**config.mk**
```make
export PLATFORM = sky130hd
export DESIGN_NAME = dcf77_encoder
export DESIGN_NICKNAME = d
export VERILOG_FILES = /design/src/rtl/dcf77_pkg.sv /design/src/rtl/dcf77_frame_pack.sv /design/src/rtl/dcf77_encoder.sv
export SDC_FILE = /design/constraint.sdc
export NUM_CORES = 1
export LEC_CHECK = 0
export CAP_MARGIN = 0
export CORE_MARGIN = 8
export CORE_UTILIZATION = 45
export CTS_CLUSTER_DIAMETER = 150
export DETAILED_ROUTE_END_ITERATION = 8
export PLACE_DENSITY = 0.73
export SLEW_MARGIN = 30
export SYNTH_ARGS = -nofsm -noshare
export SYNTH_HDL_FRONTEND = slang
export SYNTH_SLANG_ARGS = --single-unit
```
**constraint.sdc**
```tcl
create_clock -name clk -period 3.2 [get_ports clk]
set_input_delay 0.64 -clock clk [delete_from_list [all_inputs] [get_ports clk]]
set_output_delay 0.64 -clock clk [all_outputs]
set_load 0.01 [all_outputs]
```
**src/rtl/dcf77_pkg.sv**
```systemverilog
// dcf77_pkg: DCF77 frame layout, bit positions and slot timing shared by the encoder.
package dcf77_pkg;

  typedef struct packed {
    logic [13:0] civil;
    logic        r;
    logic        a1;
    logic        z1;
    logic        z2;
    logic        a2;
    logic        leap;
    logic [6:0]  minute;
    logic [5:0]  hour;
    logic [5:0]  day;
    logic [2:0]  wday;
    logic [4:0]  month;
    logic [7:0]  year;
  } dcf77_frame_t;

  localparam int BIT_S    = 20;
  localparam int BIT_P1   = 28;
  localparam int BIT_P2   = 35;
  localparam int BIT_P3   = 58;
  localparam int SEC_MARK = 59;
  localparam int SEC_LEAP = 60;

  localparam int SLOTS = 10;
  localparam int W0    = 1;
  localparam int W1    = 2;

  typedef enum logic {
    ST_IDLE,
    ST_RUN
  } dcf77_state_t;

endpackage

```
**src/rtl/dcf77_frame_pack.sv**
```systemverilog
// dcf77_frame_pack: maps a frame struct onto transmitted bits 0..58, with even parity bits.
module dcf77_frame_pack
  import dcf77_pkg::*;
(
  input  dcf77_frame_t      i_frame,
  output logic [BIT_P3:0]   o_bits
);

  // The leap flag only changes minute length, never a transmitted data bit.
  logic w_unused_leap;
  assign w_unused_leap = i_frame.leap;

  always_comb begin
    o_bits = '0;
    o_bits[14:1]              = i_frame.civil;
    o_bits[19:15]             = {i_frame.a2, i_frame.z2, i_frame.z1, i_frame.a1, i_frame.r};
    o_bits[BIT_S]             = 1'b1;
    o_bits[BIT_S+1 +: 7]      = i_frame.minute;
    o_bits[BIT_P1]            = ^i_frame.minute;
    o_bits[BIT_P1+1 +: 6]     = i_frame.hour;
    o_bits[BIT_P2]            = ^i_frame.hour;
    o_bits[BIT_P2+1 +: 22]    = {i_frame.year, i_frame.month, i_frame.wday, i_frame.day};
    o_bits[BIT_P3]            = ^{i_frame.year, i_frame.month, i_frame.wday, i_frame.day};
  end

endmodule

```
**src/rtl/dcf77_encoder.sv**
```systemverilog
// dcf77_encoder: DCF77 baseband time-code generator with a one-deep frame shadow register.
// Optional: define DCF77_LEAP_SECOND_EN to honour the frame leap flag (61-second minute).
module dcf77_encoder
  import dcf77_pkg::*;
#(
  parameter int CLK_HZ = 24000000
)(
  input  logic         clk,
  input  logic         reset,
  input  logic         en,
  input  logic         ld_valid,
  output logic         ld_ready,
  input  dcf77_frame_t ld_data,
  output logic         mod,
  output logic         sec_strobe,
  output logic         min_strobe,
  output logic [5:0]   sec_idx,
  output logic         underrun
);

  localparam int              PRE_N     = CLK_HZ / 10;
  localparam int              PRE_W     = (PRE_N > 1) ? $clog2(PRE_N) : 1;
  localparam logic [PRE_W-1:0] PRE_LAST = PRE_W'(PRE_N - 1);
  localparam logic [3:0]      SLOT_LAST = 4'(SLOTS - 1);

  dcf77_state_t     r_state;
  logic [PRE_W-1:0] r_pre, w_pre_nx;
  logic [3:0]       r_slot, w_slot_nx;
  logic [5:0]       r_sec, w_sec_nx, w_sec_last;
  dcf77_frame_t     r_active, r_shadow;
  logic             r_shadow_full;
  logic             r_mod, r_sec_strobe, r_min_strobe, r_underrun;
  logic             w_frame_start, w_accept, w_leap, w_bit, w_data_sec, w_mod_nx;
  logic [BIT_P3:0]  w_bits;

  dcf77_frame_pack u_pack (
    .i_frame (r_active),
    .o_bits  (w_bits)
  );

`ifdef DCF77_LEAP_SECOND_EN
  assign w_leap = r_active.leap;
`else
  assign w_leap = 1'b0;
`endif

  assign w_sec_last = w_leap ? 6'(SEC_LEAP) : 6'(SEC_MARK);
  assign w_accept   = ld_valid && !r_shadow_full;

  // Next counter state; a frame starts on the first RUN cycle and on every sec wrap.
  always_comb begin
    w_pre_nx      = '0;
    w_slot_nx     = '0;
    w_sec_nx      = '0;
    w_frame_start = 1'b1;
    if (r_state == ST_RUN) begin
      w_frame_start = 1'b0;
      if (r_pre != PRE_LAST) begin
        w_pre_nx  = r_pre + 1'b1;
        w_slot_nx = r_slot;
        w_sec_nx  = r_sec;
      end else if (r_slot != SLOT_LAST) begin
        w_slot_nx = r_slot + 1'b1;
        w_sec_nx  = r_sec;
      end else if (r_sec != w_sec_last) begin
        w_sec_nx  = r_sec + 1'b1;
      end else begin
        w_frame_start = 1'b1;
      end
    end
  end

  // Second 0 is a constant 0, so the pre-swap active frame is safe to use at frame start.
  always_comb begin
    w_data_sec = (w_sec_nx < 6'(SEC_MARK)) || (w_leap && (w_sec_nx == 6'(SEC_MARK)));
    w_bit      = (w_sec_nx < 6'(SEC_MARK)) ? w_bits[w_sec_nx] : 1'b0;
    w_mod_nx   = w_data_sec && (w_slot_nx < (w_bit ? 4'(W1) : 4'(W0)));
  end

  always_ff @(posedge clk) begin
    if (reset) begin
      r_state       <= ST_IDLE;
      r_pre         <= '0;
      r_slot        <= '0;
      r_sec         <= '0;
      r_active      <= '0;
      r_shadow      <= '0;
      r_shadow_full <= 1'b0;
      r_mod         <= 1'b0;
      r_sec_strobe  <= 1'b0;
      r_min_strobe  <= 1'b0;
      r_underrun    <= 1'b0;
    end else begin
      r_sec_strobe <= 1'b0;
      r_min_strobe <= 1'b0;
      r_underrun   <= 1'b0;
      if (en) begin
        r_state      <= ST_RUN;
        r_pre        <= w_pre_nx;
        r_slot       <= w_slot_nx;
        r_sec        <= w_sec_nx;
        r_mod        <= w_mod_nx;
        r_sec_strobe <= (w_pre_nx == '0) && (w_slot_nx == '0);
        if (w_frame_start) begin
          r_min_strobe <= 1'b1;
          r_underrun   <= !r_shadow_full;
          if (r_shadow_full) begin
            r_active      <= r_shadow;
            r_shadow_full <= 1'b0;
          end
        end
      end else begin
        r_state <= ST_IDLE;
        r_pre   <= '0;
        r_slot  <= '0;
        r_sec   <= '0;
        r_mod   <= 1'b0;
      end
      // Accept only happens with an empty shadow, so it never collides with a consume.
      if (w_accept) begin
        r_shadow      <= ld_data;
        r_shadow_full <= 1'b1;
      end
    end
  end

  assign ld_ready   = !r_shadow_full;
  assign mod        = r_mod;
  assign sec_strobe = r_sec_strobe;
  assign min_strobe = r_min_strobe;
  assign sec_idx    = r_sec;
  assign underrun   = r_underrun;

endmodule
```
==> run summary, run 1 <==
The overall routing resource usage is 0.184. After the first detailed-routing iteration, the DRC count stood at 479. In this run the number of H-tree levels came out at 4.

The area after detailed placement is 0.00861 mm². Once routing completed, OpenROAD measured the worst setup slack at 0.0392 ns. The synthesized-area fraction occupied by adder cells came out at 0.00878. In this run the register-to-register setup slack is 0.04 ns. A synthesized cell averages 7.74 µm². For this run, the register share of the synthesized area comes to 0.410. Setup repair after global routing could not meet its margin everywhere. The flow ran to the end, and the final reports show no timing, DRC or antenna violations.

No sink is reached through more buffers than the 2 on the longest clock path. Max-cap violations in this run came to 0. The final-report hold violation count came out at 0. The count of vias placed by the detailed router came out at 6763. The synthesized netlist cell count is 921.

At the worst endpoint, the required time is 3.51 ns. The overall power consumption came out at 4.16 mW. The initial core utilization is 0.455. The critical path starts at r_slot[1]. The clock latency on the worst-skew pair is 0.43 ns. The post-synthesis mux area share is 0.00720. By area, the combinational part of the netlist is dominated by simple AND/OR/NAND/NOR gates. The overall die area came out at 0.0201 mm². The number of hold buffers added after CTS was 0. The compound-gate portion of the synthesized area is 0.177. The count of pins over their slew limit is 0. Yosys attributes the largest share of cell area to dfxtp_1, nand2_1, a21oi_1. After detailed routing, the average wire length per cell comes to 14.3 µm.

The worst setup path is launched from a flip-flop. The proportion of layout cells with a drive suffix above 1 is 0.186. The number of enable flip-flop cells after synthesis is 0. Headroom to the max-slew limit came out at 0.625. The top cell types in the final layout, fill and taps aside, are nand2_1, dfxtp_1, a21oi_1.

The proportion of netlist area held by the largest area contributor came out at 0.410. The largest stage delay on the critical path is 0.52 ns. The routed design has 18.4 mm of wire. In this run the most critical hold path is launched from r_shadow[29]. Of the available clock period, the critical path in the final layout requires 0.988. From bottom edge to top edge, the die measures 142 µm. Setup violations remaining at the end of the flow were counted as 0. The number of antenna cells inserted is 0.

70 I/O pins were placed. For this design the static power due to leakage is 3.49 nW. The share of the synthesized netlist area taken by xor and xnor gates is 0.0720. The number of clock sinks is 146. Of the total synthesized cell area, the portion taken by AND, OR, NAND and NOR gates is 0.273. The number of buffers inserted during clock tree synthesis is 17. The signal on the critical path passes through inv_1, ha_1, and3b_2, buf_4, nand3_4, buf_6, or4_1, o311a_4, buf_4, o211ai_1, nand3_1, ha_1, inv_1, nor4b_2, a21oi_1. The final design area excluding fillers came out at 0.00952 mm².

The count of different cell masters after synthesis came out at 76. The final standard cell utilization of the core came out at 0.608. The width of the die is 142 µm.

The number of filler cells placed in the layout is 1425. The flip-flop and latch count after synthesis came out at 146. The final weighted congestion in routability-driven placement is 0.905. The cell row count came out at 46. The slew at the pin with the worst max-slew slack is 0.557 ns.

The layout-stage area growth over the synthesis result came out at 33.6%. The largest driver fanout on the critical path came out at 5. The classification of the worst setup path is reg2reg. The post-CTS clock slew at the launch and capture registers of the worst setup and hold paths came out at 0.06 ns. The minimum clock period came out at 3.16 ns. The count of port buffers added during placement came out at 68. Counting tap cells, the placed design contains a total of 1248 instances. The count of placed standard cells in the final layout, fillers left out came out at 1288. The cell depth of the worst min-delay path came out at 2.

The root cell of the clock tree is clkbuf_16. The number of nets in the layout came out at 1123. The mapped cell area is 0.00712 mm².

dfxtp_1 takes more of the synthesized area than any other cell. The proportion of register bits with asynchronous set or reset after synthesis came out at 0. The remaining design rule violation count is 0. The worst register-to-register path begins at r_slot[1]. TritonCTS built the clock tree. The via count of the first global-routing pass came out at 6549. The total nets after synthesis came out at 985. At the worst endpoint, the arrival time is 3.47 ns. The timing-limited maximum frequency came out at 316 MHz. The tightest hold margin came out at 0.452 ns. Once detail routing completed, the nets flagged for antenna violations numbered 0.

For hold timing, the worst endpoint is r_active[29]. Summed over all layers, the global routing overflow is 0. The number of antenna violations at the first check in global routing was 0. The largest individual stage delay along the critical path comes from the cell or4_1. The number of iterations in the first detailed-routing pass came out at 5. After detailed routing, the number of vias per cell comes to 5.25. Once detailed placement completed, the half-perimeter wirelength came to 13.0 mm. The post-route clock skew is 0.0152 ns. Dividing total power by cell area gives a power density of 437 mW/mm². In the synthesized netlist the dominant register cell turns out to be dfxtp_1.

During synthesis, Yosys emitted a total of 0 warnings. The setup total negative slack came out at 0 ns. The terminus of the critical flop-to-flop path is mod.

After floorplanning, the core was sized to cover 0.0157 mm². The leading cell type in the layout, fill and taps excluded is nand2_1. The tightest min-delay check is of the reg2reg type. The logic depth of the worst register-to-register path is 15. The global-route wire length before repair is 30.2 mm.

The worst supply voltage drop on vdd is 374 µV. The capturing element type of the critical path is a flip-flop. The worst setup timing slack at the placement stage is -0.223 ns. The largest net degree at the start of global routing came out at 99.
==> cells by family after synthesis <==
group / after synthesis
muxes: 5
adders and majority gates: 5
and+or+nand+nor: 423
DFF: 146
buffers and inverters: 76
xor gates and xnor gates: 57
AOI/OAI and AO/OA: 209
==> flip-flops by register name, summed over array words and instances, names as in the netlist <==
register,count
min_strobe,1
mod,1
r_active,54
r_pre,22
r_shadow,54
r_shadow_full,1
r_slot,4
r_state,1
sec_idx,6
sec_strobe,1
underrun,1
==> worst max-delay path by stage <==
stage                      to  cells past startpoint
after floorplan           mod                     16
after global placement    mod                     13
after detailed placement  mod                     13
after CTS                 mod                     17
after global routing      mod                     14
final                     mod                     15
==> final cells by class <==
cell class,instances,area (µm²),area share
timing repair buffer,183,1620,0.170
inverter,11,41.3,0.00434
multi-input combinational,700,4070,0.428
clock inverter,10,125,0.0131
tap,216,270,0.0284
sequential,146,2930,0.308
clock buffer,22,464,0.0488
==> power breakdown <==
part	internal, mW	switching [mW]	leakage [nW]	total [mW]
logic	0.139	0.142	2.02	0.281
registers	1.87	0.0334	1.19	1.91
clock network	1.20	0.779	0.285	1.98
==> worst max-delay path, delay by kind of cell (launching register included) <==
| kind | cells | cell delay, ns |
|---|---|---|
| buf+inv | 5 | 0.54 |
| compound gates | 3 | 0.57 |
| simple gates | 5 | 1.18 |
| flops | 1 | 0.32 |
| fa+ha+maj | 2 | 0.43 |
==> metal layers <==
layer | vias to the layer above | wire length, µm | global-route usage | part of all wire
li1 | 3433 | - | - | -
met1 | 3155 | 8370 | 0.232 | 0.46
met2 | 144 | 8830 | 0.307 | 0.48
met3 | 31 | 849 | 0.0386 | 0.046
met4 | 0 | 312 | 0.0633 | 0.017
met5 | - | 0 | 0 | 0
==> cell usage after synthesis (all sizes together), types with 3 or more instances <==
library cell and n:
nor2 57, and2 7, nand4 11, a221oi 3, dfxtp 146, o21a 10
o2111ai 3, or3 3, or4 5, ha 5, inv 11, a211oi 10
xnor2 40, nand3 33, o311ai 4, nor3 16, nor4b 3, o21ai 19
or2 3, mux2i 4, clkbuf 36, xor2 16, a21oi 122, nand2 247
a21boi 4, nand3b 3, and3 14, nor4 4, buf 29, and4 6
o211ai 10, nand2b 4, a31oi 6
==> timing repair <==
item / CTS / global route
setup buffers: 1 / 5
cloned: 1 / 0
gates resized for setup: 21 / 36
setup endpoints to repair: 1 / 1
pin swaps: 5 / 14
Note: power is estimated with default switching activity, not from simulation.
==> run 2, diff against run 1 <==
--- a/config.mk
+++ b/config.mk
@@ -7,10 +7,10 @@
 export LEC_CHECK = 0
 export CAP_MARGIN = 0
 export CORE_MARGIN = 8
-export CORE_UTILIZATION = 45
+export CORE_UTILIZATION = 56
 export CTS_CLUSTER_DIAMETER = 150
 export DETAILED_ROUTE_END_ITERATION = 8
-export PLACE_DENSITY = 0.73
+export PLACE_DENSITY = 0.83
 export SLEW_MARGIN = 30
 export SYNTH_ARGS = -nofsm -noshare
 export SYNTH_HDL_FRONTEND = slang
==> constraint.sdc (replaced) <==
create_clock -name clk -period 3.4 [get_ports clk]
set_input_delay 0.68 -clock clk [delete_from_list [all_inputs] [get_ports clk]]
set_output_delay 0.68 -clock clk [all_outputs]
set_load 0.01 [all_outputs]
==> run summary, run 2 (same netlist as run 1, synthesis figures left out) <==
The worst setup path is captured at a flip-flop. The timing-limited maximum frequency came out at 304 MHz (-3.9%). The data arrival time of the critical path is 3.59 ns (+0.12 ns). The global-route wire length before repair is 30.0 mm (-0.89%). The power density over the cells is 431 mW/mm² (-1.5%).

The number of iterations in the first detailed-routing pass is 5 (unchanged). The number of antenna violations at the first check in global routing came out at 0 (unchanged). The largest registers in the layout are r_active: 54 flops, r_shadow: 54 flops, r_pre: 22 flops. The count of placed standard cells in the final layout, fillers left out came to 1223 (-5.0%). The clock latency on the worst-skew pair came out at 0.43 ns (about the same). The minimum setup slack in the final design came out at 0.111 ns (+0.0718 ns).

The worst supply voltage drop on vdd came out at 434 µV (+16%). The number of buffers on the longest clock path is 2 (unchanged). The overall die area was 0.0166 mm² (-18%). The number of top-level design ports is 70 (unchanged). The multi-input logic area came to 0.00399 mm² (-2.0%). The number of antenna cells inserted came out at 0 (unchanged). The setup total negative slack came out at 0 ns (unchanged). The global-route track usage on met3 came out at 0.0492 (+0.0106). The layout-stage area growth over the synthesis result is 29.8%. The remaining global-route overflow is 0 (unchanged).

The overall routing resource usage came out at 0.222 (+0.0380). The number of clock sinks came out at 146 (unchanged). The count of port buffers added during placement is 68 (unchanged). The largest net degree at the start of global routing is 65 (-34%). The final weighted congestion in routability-driven placement came to 0.895 (-1.1%). The final routed wirelength across all metal layers came to 18.4 mm (about the same). CTS placed an instance of clkbuf_16 at the clock tree root. The H-tree depth reported by CTS is 4 (unchanged). The iteration-0 DRC count of the detailed router was 551 (+15%).

In this run the critical register-to-register path is captured at mod. The logic depth of the worst register-to-register path is 15 (unchanged). The detailed-route vias per instance came out at 5.61 (+6.8%).

The proportion of layout cells with a drive suffix above 1 is 0.158 (-0.0277). The width of the die is 129 µm (-9.2%). Leaving out fill and tap cells, the most frequent cell in the layout is nand2_1.

The worst setup path startpoint is sec_idx[4]. The count of pins over their slew limit came out at 0 (unchanged). The wire length per cell was 15.0 µm (+5.3%).

The critical path ends at mod. The number of nets in the layout was 1102 (-1.9%). The TritonCTS clock tree is yes. The largest driver fanout on the critical path was 10 (+5). The placeable core area is 0.0125 mm² (-20%).

The worst relative slew slack is 0.612 (-0.0129). The count of endpoints failing setup in the final report came out at 0 (unchanged). The vertical die dimension was 129 µm (-9.2%). The worst setup timing slack at the placement stage came out at -0.0867 ns (+0.137 ns). The slew at the pin with the worst max-slew slack is 0.576 ns (+0.0192 ns).

The cell row count came out at 41 (-11%). The fraction of met1 tracks used by global routing was 0.270 (+0.0390). The remaining design rule violation count came out at 0 (unchanged). The quantity of hold-fixing buffers added after cts was 0 (unchanged). The overall power consumption is 3.98 mW (-4.3%). The number of filler cells placed in the layout is 983 (-31%).

The post-route clock skew was 0.00764 ns (-0.00756 ns). The post-route fraction of the period consumed by the critical path is 0.967 (-0.0204). The tightest hold margin came out at 0.455 ns (+0.00303 ns).

After global routing, the most crowded layer is met2. The sequential cell area came out at 0.00292 mm² (-0.17%). The minimum clock period is 3.29 ns (+0.128 ns). The count of maximum capacitance violations was 0 (unchanged). The final standard cell utilization of the core came out at 0.739 (+0.130). The count of vias placed by the detailed router came out at 6861 (+1.4%). The post-detailed-route count of antenna-violating nets came to 0 (unchanged). The final design area excluding fillers came out at 0.00924 mm² (-2.9%).

The worst register-to-register path begins at sec_idx[4]. The post-CTS clock slew at the launch and capture registers of the worst setup and hold paths came out at 0.06 ns (about the same). The via count of the first global-routing pass is 6451 (-1.5%). In the layout the commonest cells are nand2_1, dfxtp_1, a21oi_1. The run finished with clean final reports. STA classifies the critical path startpoint as a flip-flop. The required time of the worst setup path is 3.70 ns (+0.19 ns). The final-report hold violation count came out at 0 (unchanged). The initial core utilization is 0.569 (+0.114). The met2 routing resource usage after global routing is 0.371 (+0.0648).

The setup slack on the worst flop-to-flop path came out at 0.11 ns (+0.07 ns). By startpoint and endpoint, the worst setup path is classified as reg2reg. The static leakage power was 3.39 nW (-3.0%). The type of the most critical hold path is reg2reg.

The area after detailed placement is 0.00843 mm² (-2.0%). The number of buffers inserted during clock tree synthesis is 17 (unchanged). The placed instance count came out at 1184 (-5.1%).

The half-perimeter wire length of the detailed placement result came to 12.5 mm (-3.5%).
==> run 2: power breakdown <==
part           switching, mW  internal [mW]  total (mW)
registers             0.0320           1.76        1.79
clock network          0.758           1.17        1.93
logic                  0.133          0.127       0.261
total                  0.923           3.06        3.98
==> run 2: final cells by class <==
cell class / instances / share of cell area
clock buffers: 19 / 0.0468
multi-input cells: 700 / 0.432
flip-flops and latches: 146 / 0.316
well taps: 172 / 0.0233
inverters: 11 / 0.00447
repair buffers: 162 / 0.159
clock inverters: 13 / 0.0189
==> run 2: how the worst min path moves through the flow <==
stage          cells past startpoint           end         start  slack [ns]
2_1_floorplan                      2  r_active[38]  r_active[38]        0.43
3_3_place_gp                       2   r_active[9]   r_shadow[9]        0.44
3_5_place_dp                       2  r_active[39]  r_active[39]        0.44
4_1_cts                            2  r_active[22]  r_shadow[22]        0.45
5_1_grt                            2  r_active[51]  r_shadow[51]        0.46
6_report                           2  r_active[20]  r_shadow[20]        0.45
==> run 2: critical path, cell delays in order, from the launching register on <==
cell and delay, ns:
dfxtp_1 0.47, nand3_1 0.18, o211ai_1 0.38, nor3_4 0.06
buf_4 0.19, nor2_4 0.18, buf_6 0.15, a211oi_1 0.07
o211ai_1 0.19, o311ai_1 0.12, o211ai_1 0.31, nand3_1 0.13
ha_1 0.29, inv_1 0.05, nor4b_2 0.27, a21oi_1 0.11
==> run 2: per-layer routing <==
layer	wire length [µm]	share of wire
met4	430	0.023
met2	9160	0.50
met3	915	0.050
met1	7860	0.43
met5	0	0
==> run 2: repair_timing <==
action                                  in CTS  in global routing
setup buffers                                1                  5
endpoints found under the setup margin       1                  1
pin swaps                                    2                 11
gates resized for setup                      5                 33
cloned                                       0                  1
